**src/rtl/cc_video_timing.sv**
```systemverilog
// Crystal Castles horizontal/vertical video timing generator driving the 82S129 vsync PROM.
// Define CC_VTIMING_NOPROM_EN to decode the vertical timing bits internally from vcount instead.
module cc_video_timing #(
  parameter int unsigned H_TOTAL  = 320,
  parameter int unsigned H_ACTIVE = 256,
  parameter int unsigned HS_START = 272,
  parameter int unsigned HS_END   = 296,
  parameter int unsigned H_LATCH  = 8
) (
  input  logic       clk,
  input  logic       n_clr,
  input  logic       pix_ce,
  output logic [7:0] prom_addr,
  output logic       prom_en,
  input  logic [3:0] prom_data,
  input  logic       irq_ack,
  output logic [8:0] hcount,
  output logic [7:0] vcount,
  output logic       hblank,
  output logic       hsync_n,
  output logic       vblank,
  output logic       vsync_n,
  output logic       irq_n,
  output logic       frame_start
);

  localparam logic [8:0] H_LAST = 9'(H_TOTAL - 1);
  localparam logic [8:0] H_ACT  = 9'(H_ACTIVE);
  localparam logic [8:0] HS_S   = 9'(HS_START);
  localparam logic [8:0] HS_E   = 9'(HS_END);
  localparam logic [8:0] H_LAT  = 9'(H_LATCH);

  logic [8:0] hcount_q, hcount_d;
  logic [7:0] vcount_q, vcount_d;
  logic [3:0] latch_q, latch_d;
  logic       hblank_q, hblank_d;
  logic       hsync_n_q, hsync_n_d;
  logic       irq_n_q, irq_n_d;
  logic       frame_start_q, frame_start_d;
  logic [3:0] latch_src;
  logic       line_end;
  logic       latch_en;

`ifdef CC_VTIMING_NOPROM_EN
  // Bit order matches the PROM: {IRQCLK, VRESET, VBLANK, VSYNC}.
  logic unused_prom_data;
  assign unused_prom_data = ^prom_data;
  assign latch_src = {vcount_q[5], (vcount_q == 8'd255), (vcount_q < 8'd24), (vcount_q <= 8'd3)};
  assign prom_en   = 1'b0;
`else
  assign latch_src = prom_data;
  assign prom_en   = n_clr;
`endif

  // Next-state for counters, latch, sync/blank, IRQ and frame strobe.
  always_comb begin
    hcount_d      = hcount_q;
    vcount_d      = vcount_q;
    latch_d       = latch_q;
    hblank_d      = hblank_q;
    hsync_n_d     = hsync_n_q;
    irq_n_d       = irq_n_q;
    frame_start_d = 1'b0;
    line_end      = (hcount_q == H_LAST);
    latch_en      = 1'b0;
    if (pix_ce) begin
      hcount_d  = line_end ? 9'd0 : hcount_q + 9'd1;
      hblank_d  = (hcount_d >= H_ACT);
      hsync_n_d = !((hcount_d >= HS_S) && (hcount_d < HS_E));
      latch_en  = (hcount_d == H_LAT);
      if (line_end) begin
        vcount_d      = latch_q[2] ? 8'd0 : vcount_q + 8'd1;
        frame_start_d = (vcount_d == 8'd0);
      end else begin
        vcount_d      = vcount_q;
      end
      if (latch_en) begin
        latch_d = latch_src;
      end else begin
        latch_d = latch_q;
      end
    end else begin
      hcount_d = hcount_q;
    end
    // A rising IRQCLK on a latch update beats a coincident acknowledge.
    if (latch_en && !latch_q[3] && latch_src[3]) begin
      irq_n_d = 1'b0;
    end else if (irq_ack) begin
      irq_n_d = 1'b1;
    end else begin
      irq_n_d = irq_n_q;
    end
  end

  // State registers with asynchronous clear.
  always_ff @(posedge clk or negedge n_clr) begin
    if (!n_clr) begin
      hcount_q      <= 9'd0;
      vcount_q      <= 8'd0;
      latch_q       <= 4'b0000;
      hblank_q      <= 1'b0;
      hsync_n_q     <= 1'b1;
      irq_n_q       <= 1'b1;
      frame_start_q <= 1'b0;
    end else begin
      hcount_q      <= hcount_d;
      vcount_q      <= vcount_d;
      latch_q       <= latch_d;
      hblank_q      <= hblank_d;
      hsync_n_q     <= hsync_n_d;
      irq_n_q       <= irq_n_d;
      frame_start_q <= frame_start_d;
    end
  end

  assign prom_addr   = vcount_q;
  assign hcount      = hcount_q;
  assign vcount      = vcount_q;
  assign hblank      = hblank_q;
  assign hsync_n     = hsync_n_q;
  assign vblank      = latch_q[1];
  assign vsync_n     = ~latch_q[0];
  assign irq_n       = irq_n_q;
  assign frame_start = frame_start_q;

endmodule

```
**config.mk**
```make
export PLATFORM = sky130hd
export DESIGN_NAME = cc_video_timing
export DESIGN_NICKNAME = d
export VERILOG_FILES = /design/src/rtl/cc_video_timing.sv
export SDC_FILE = /design/constraint.sdc
export NUM_CORES = 1
export LEC_CHECK = 0
export ABC_AREA = 1
export CORE_ASPECT_RATIO = 0.6
export CORE_MARGIN = 3
export CORE_UTILIZATION = 47
export CTS_CLUSTER_DIAMETER = 80
export DETAILED_ROUTE_END_ITERATION = 8
export HOLD_SLACK_MARGIN = 0.06
export PLACE_DENSITY = 0.79
export SLEW_MARGIN = 20
export SYNTH_ARGS = -nofsm -noshare
export SYNTH_HDL_FRONTEND = slang
export SYNTH_SLANG_ARGS = --single-unit
```
**constraint.sdc**
```tcl
create_clock -name clk -period 1.78 [get_ports clk]
set_input_delay 0.356 -clock clk [delete_from_list [all_inputs] [get_ports clk]]
set_output_delay 0.356 -clock clk [all_outputs]
set_load 0.005 [all_outputs]
```
Word level (Yosys, flattened, before mapping)
Index checks and enable logic that the tools add are counted.
Cells by class
  add/subtract/negate cells: 2
  magnitude comparators: 3
  equality and inequality tests: 2
  mux-type cells: 7
  bitwise logic cells: 1
  reduce and logical (&&, ||, !) cells: 9
Operators by type and width (count)
  $ge 9x9->1 const B: 2
  $add 9x1->9 const B: 1
  $eq 9x4->1 const B: 1
  $eq 9x9->1 const B: 1
  $lt 9x9->1 const B: 1
  $mux 9: 1
  $add 8x1->8 const B: 1
  $logic_not 8->1: 1
  $mux 8: 1
  $mux 1: 5
  $reduce_and 2->1: 2
  $logic_and 1x1->1: 3
  $logic_not 1->1: 2
  $reduce_bool 2->1: 1
  $not 1->1: 1
Word-level totals
  register bits after elaboration: 25
  input bits: 8
  output and inout port bits: 32
  word-level logic and storage cells: 31

Depth between registers and ports, before layout
  word-level depth: 7
  gate-level depth with buffers: 11

Worst setup path before layout
Ideal clock, no wire load.
  path kind: register to register
  from: register hcount_q[0] (netlist: hcount[0])
  to: register latch_q[2]
  setup time: 0.117 ns
  data arrival time: 1.524 ns
  data required time: 1.663 ns
  setup slack: 0.139 ns
  stages on the path, launching flop included: 10
  buffers on the path: 0
  clock period less this slack: 1.641 ns
  cell sequence: dfrtp_1 ha_1 nand2_2 nor2_4 xnor2_1 nand3_2 nor2_4 nand2_2 nand2_1 nand2_1
Between the ends
  cells in the longest elaborated chain, start to end: 4
  elaborated cells on any way between the ends: 5
Ends and longest elaborated chain
  start, declared: line 33  | logic [8:0] hcount_q, hcount_d;
  start signal, assigned: line 106  | hcount_q <= hcount_d;
  $add 9x1->9 / $eq 9x9->1 (equally long branches): line 67, 64
  $mux 9 (*): line 67  | hcount_d = line_end ? 9'd0 : hcount_q + 9'd1;
  $eq 9x4->1 (*): line 70  | latch_en = (hcount_d == H_LAT);
  $reduce_and 2->1 (no source line) (*)
  end signal, assigned: line 108  | latch_q <= latch_d;
  end, declared: line 35  | logic [3:0] latch_q, latch_d;
Every way passes the cells marked *; elsewhere a longest branch is shown, timed or not.
A chain may end at the register's enable or synchronous reset.

Final worst setup path
  from: register hcount_q[1] (netlist: hcount[1])
  to: register latch_q[1]
The elaborated chain is that of the path after synthesis.

==> metrics.md <==
| Metric | Value |
|---|---|
| Outcome | `complete, no violations` |
| Post-placement cell count | `253` |
| Crit path cell chain | `ha_4 -> nand2_4 -> nor2_4 -> nand3_4 -> nand3_4 -> nand3_4 -> nor2_4 -> nand2_2 -> nand2_1 -> nand2_1` |
| Peak clock frequency supported by timing | `588.9 MHz` |
| CTS Buf Count | `3` |
| Share of the synthesized area in compound gates (AO/OA/AOI/OAI) | `13.05%` |
| Share of power burned in the clock network | `approximately 18%` |
| Nets | `between 200 and 250` |
| Synth area leaders | `sky130_fd_sc_hd__dfrtp_1, sky130_fd_sc_hd__nand2_1, sky130_fd_sc_hd__o21ai_0` |
| DRC viols | `0` |
| Vias after detailed routing | `1,368` |
| Clock H-tree levels | `1` |
| Count of pins on the block boundary | `40` |
| Combinational family with the most area after synthesis | `simple AND/OR/NAND/NOR gates` |
| CP Launch Type | `flip-flop` |
| Initial antenna violation count | `0` |
| Share of synthesized area spent on multiplexers | `0%` |
| CP bufs+invs | `0` |
| Average vias per placed instance | `5.262` |
| Global-route wire length before repair | `5727 um` |
| Number of buffers on the longest clock path | `2` |
| CTS Hold Bufs | `0` |
| Total Routing Usage GR | `18.87%` |
| Number of maximum-capacitance constraint violations | `0` |
| Die extent in y | `48.71 um` |
| Insertion delay to the later sink of the worst-skew pair | `270 ps` |
| Synth-to-layout area growth | `38.53%` |
| Post-synth net total | `188` |
| Non-filler instance count after layout | `260` |
| Max-slew violations | `0` |
| Placeable core region | `0.002698 mm^2` |
| CP Class | `flip-flop to flip-flop` |
| Endpoint arrival time on the critical path | `1870 ps` |
| Type of the most critical hold path | `flip-flop to flip-flop` |
| Worst path most repeated cell | `sky130_fd_sc_hd__nand3_4` |
| CP peak stage delay | `around 400 ps` |
| Library cells used by synthesis | `31` |
| Share of the clock period used by the worst path | `95.40%` |
| Origin of the critical flop-to-flop path | `hcount[1]$_DFFE_PN0P_` |
| Maximum fanout along the worst path | `6` |
| Antenna violation net count after detailed routing | `0` |
| Crit. End Element | `flip-flop` |
| Unrepaired setup endpoints after global routing | `true` |
| Simple-gate portion of the synthesized area | `30.21%` |
| Synth Area in Adders | `1.751%` |
| Detailed router's first-iteration violation count | `118` |
| Initial Util | `between 50% and 60%` |
| Placement-stage worst setup slack | `10.34 ps` |
| Number of failing setup endpoints in the final timing report | `0` |
| Area share of the leading cell type in the synthesized netlist | `40.28%` |
| Row Count | `14` |
| Count of cells along the worst hold path | `2` |
| Routability cong. | `0.8596` |
| Via count of the first global-routing pass | `1,235` |
| RR Endpoint | `latch_q[1]$_DFFE_PN0P_` |
| Largest delay contributor family on the critical path | `simple AND/OR/NAND/NOR gates` |
| Overall die area | `0.003759 mm^2` |
| Share of total power in sequential cells | `42.5%` |
| IR Drop Worst-Case VDD | `0.6390 mV` |
| Worst R2R Path Depth | `10` |
| Power density of the placed cells | `968.9 mW/mm^2` |
| Average detailed-routed wire length per instance | `13.60 um` |
| Slew HR | `78.92%` |
| Fraction of power consumed by combinational cells | `39.7%` |
| Number of failing hold endpoints at the final stage | `0` |
| Part of the Yosys area used for sequential elements | `43.96%` |
| Grt total ovfl | `0` |
| Reg clk slew, reported paths | `90 ps` |
| Synthesis Warnings | `0` |
| Source of the worst hold timing path | `latch_q[3]$_DFFE_PN0P_` |
| Layout Utilization | `73.38%` |
| Synthesized instance count | `178` |
| Pleak | `approximately 0.84 nW` |
| CTS tree | `yes` |
| Port-buffer cells | `39` |
| Clock Tree Root | `sky130_fd_sc_hd__clkbuf_8` |
| Cell taking the most area after synthesis | `sky130_fd_sc_hd__dfrtp_1` |
| Post-synthesis xor/xnor area fraction | `1.226%` |
| Number of iterations in the first detailed-routing pass | `4` |
| Final worst path period need | `between 1500 and 2000 ps` |
| Synthesized cell area | `0.001429 mm^2` |
| DPL Wire Length | `2739 um` |
| Maximum number of pins on one net before global-route repair | `26` |
| Overall routed net length | `3537 um` |
| Worst Setup Slack, final | `81.84 ps` |
| Layout Skew | `between 10 and 15 ps` |
| Number of register bits inferred by synthesis | `25` |
| Final instance area | `0.001979 mm^2` |
| Net Sw Power | `a little over 0.0007 W` |
| Transition time at the pin with the least slew margin | `between 300 and 400 ps` |
| CP Data Required Time | `1950 ps` |
| Hold EP | `latch_q[3]$_DFFE_PN0P_` |
| Sink count of the clock tree | `25` |
| Synthesized area divided by synthesized cell count | `~8 um^2` |
| Area after DPL | `0.001846 mm^2` |
| Switching share of power | `~37%` |
| Floorplan die width | `77.18 um` |
| Setup_tns | `0 ps` |
| Cell type of the slowest stage on the worst timing path | `sky130_fd_sc_hd__dfrtp_1` |
| Antenna diode instance count | `0` |
| Layout cells sized above 1 | `roughly 18%` |
| FF-to-FF setup slack | `80 ps` |
| Int Power | `0.001214 W` |
[how the worst max path moves through the flow]
stage | startpoint | to | slack (ps) | cells past startpoint
final | hcount[1]$_DFFE_PN0P_ | latch_q[1]$_DFFE_PN0P_ | 80 | 10
after global routing | hcount[0]$_DFFE_PN0P_ | latch_q[3]$_DFFE_PN0P_ | -50 | 10
after CTS | n_clr | prom_en | 10 | 2
after detailed placement | n_clr | prom_en | 10 | 2
after global placement | n_clr | prom_en | 9 | 2
after floorplan | hcount[0]$_DFFE_PN0P_ | latch_q[2]$_DFFE_PN0P_ | 140 | 9
[kinds of logic after synthesis]
| group | Yosys count |
|---|---|
| xor gates and xnor gates | 2 |
| adders and majority gates | 2 |
| AOI/OAI and AO/OA | 32 |
| DFF | 25 |
| and+or+nand+nor | 89 |
| buffers and inverters | 28 |
[worst min-delay path, delay by kind of cell, from the launching register on]
family,cells,cell delay [ps]
DFF,1,350
and+or+nand+nor,2,100
[metal layers]
metal | global-route usage (%) | routed length, um | vias up
met5 | 0 | 0 | -
met4 | 2.071 | 8 | 0
met3 | 4.815 | 236 | 2
met2 | 27.79 | 1530 | 61
met1 | 28.71 | 1761 | 638
li1 | - | - | 667
[final cells by class]
type | instances | area, um^2
fill | 204 | 718.2
clock buffer | 3 | 41.29
timing repair buffer | 49 | 467.9
tap | 40 | 50.05
multi-input combinational | 125 | 718.2
sequential | 25 | 630.6
inverter | 17 | 63.81
clock inverter | 1 | 7.507
[synthesized netlist by cell type, drive strengths merged]
library cell and count:
and3 1, dfstp 2, buf 10, nand3 19, or2 1, nor2 19
clkinv 1, xnor2 1, o31ai 1, a21o 1, o21ai 19, inv 16
a21oi 8, nand4 6, nand2 43, o21bai 2, clkbuf 1, dfrtp 23
xor2 1, a31oi 1, ha 2
[repair_timing]
item,CTS,global route
setup endpoints to repair,0,6
setup buffers,0,3
resized for setup,0,13
[cells in the final DEF (no fill, tap or decap), drive strengths merged, types with 2 or more instances in the layout]
| cell type | Yosys | routed |
|---|---|---|
| buf | 10 | 10 |
| clkbuf | 1 | 3 |
| o21bai | 2 | 2 |
| nand2 | 43 | 43 |
| inv | 16 | 16 |
| nand3 | 19 | 19 |
| ha | 2 | 2 |
| dfstp | 2 | 2 |
| nor2 | 19 | 19 |
| a21oi | 8 | 8 |
| clkdlybuf4s50 | 0 | 38 |
| nand4 | 6 | 6 |
| o21ai | 19 | 19 |
| dfrtp | 23 | 23 |
[power groups by stage]
| stage | sequential [W] | combinational, W | clock, W |
|---|---|---|---|
| final | 0.000815 | 0.000761 | 0.000342 |
| after global routing | 0.000829 | 0.000833 | 0.000384 |
| after CTS | 0.000790 | 0.000678 | 0.000354 |
| after detailed placement | 0.000799 | 0.000675 | 0 |
| after global placement | 0.000793 | 0.000655 | 0 |
| after floorplan | 0.000793 | 0.000333 | 0 |
[stage by stage]
| step | hold WS, ps | power [W] |
|---|---|---|
| after detailed placement | 461.2 | 0.001474 |
| after CTS | 483.5 | 0.001822 |
| after floorplan | 60.41 | 0.001126 |
| final | 483.5 | 0.001918 |
| after global routing | 530.3 | 0.002047 |
| after global placement | 461.9 | 0.001449 |
[sequential cells by signal (all words and copies together), names as in the netlist]
name,cells
frame_start,1
hblank,1
hcount,9
hsync_n,1
irq_n,1
latch_q,4
prom_addr,8
No activity file was read; power rests on OpenSTA's default activity.
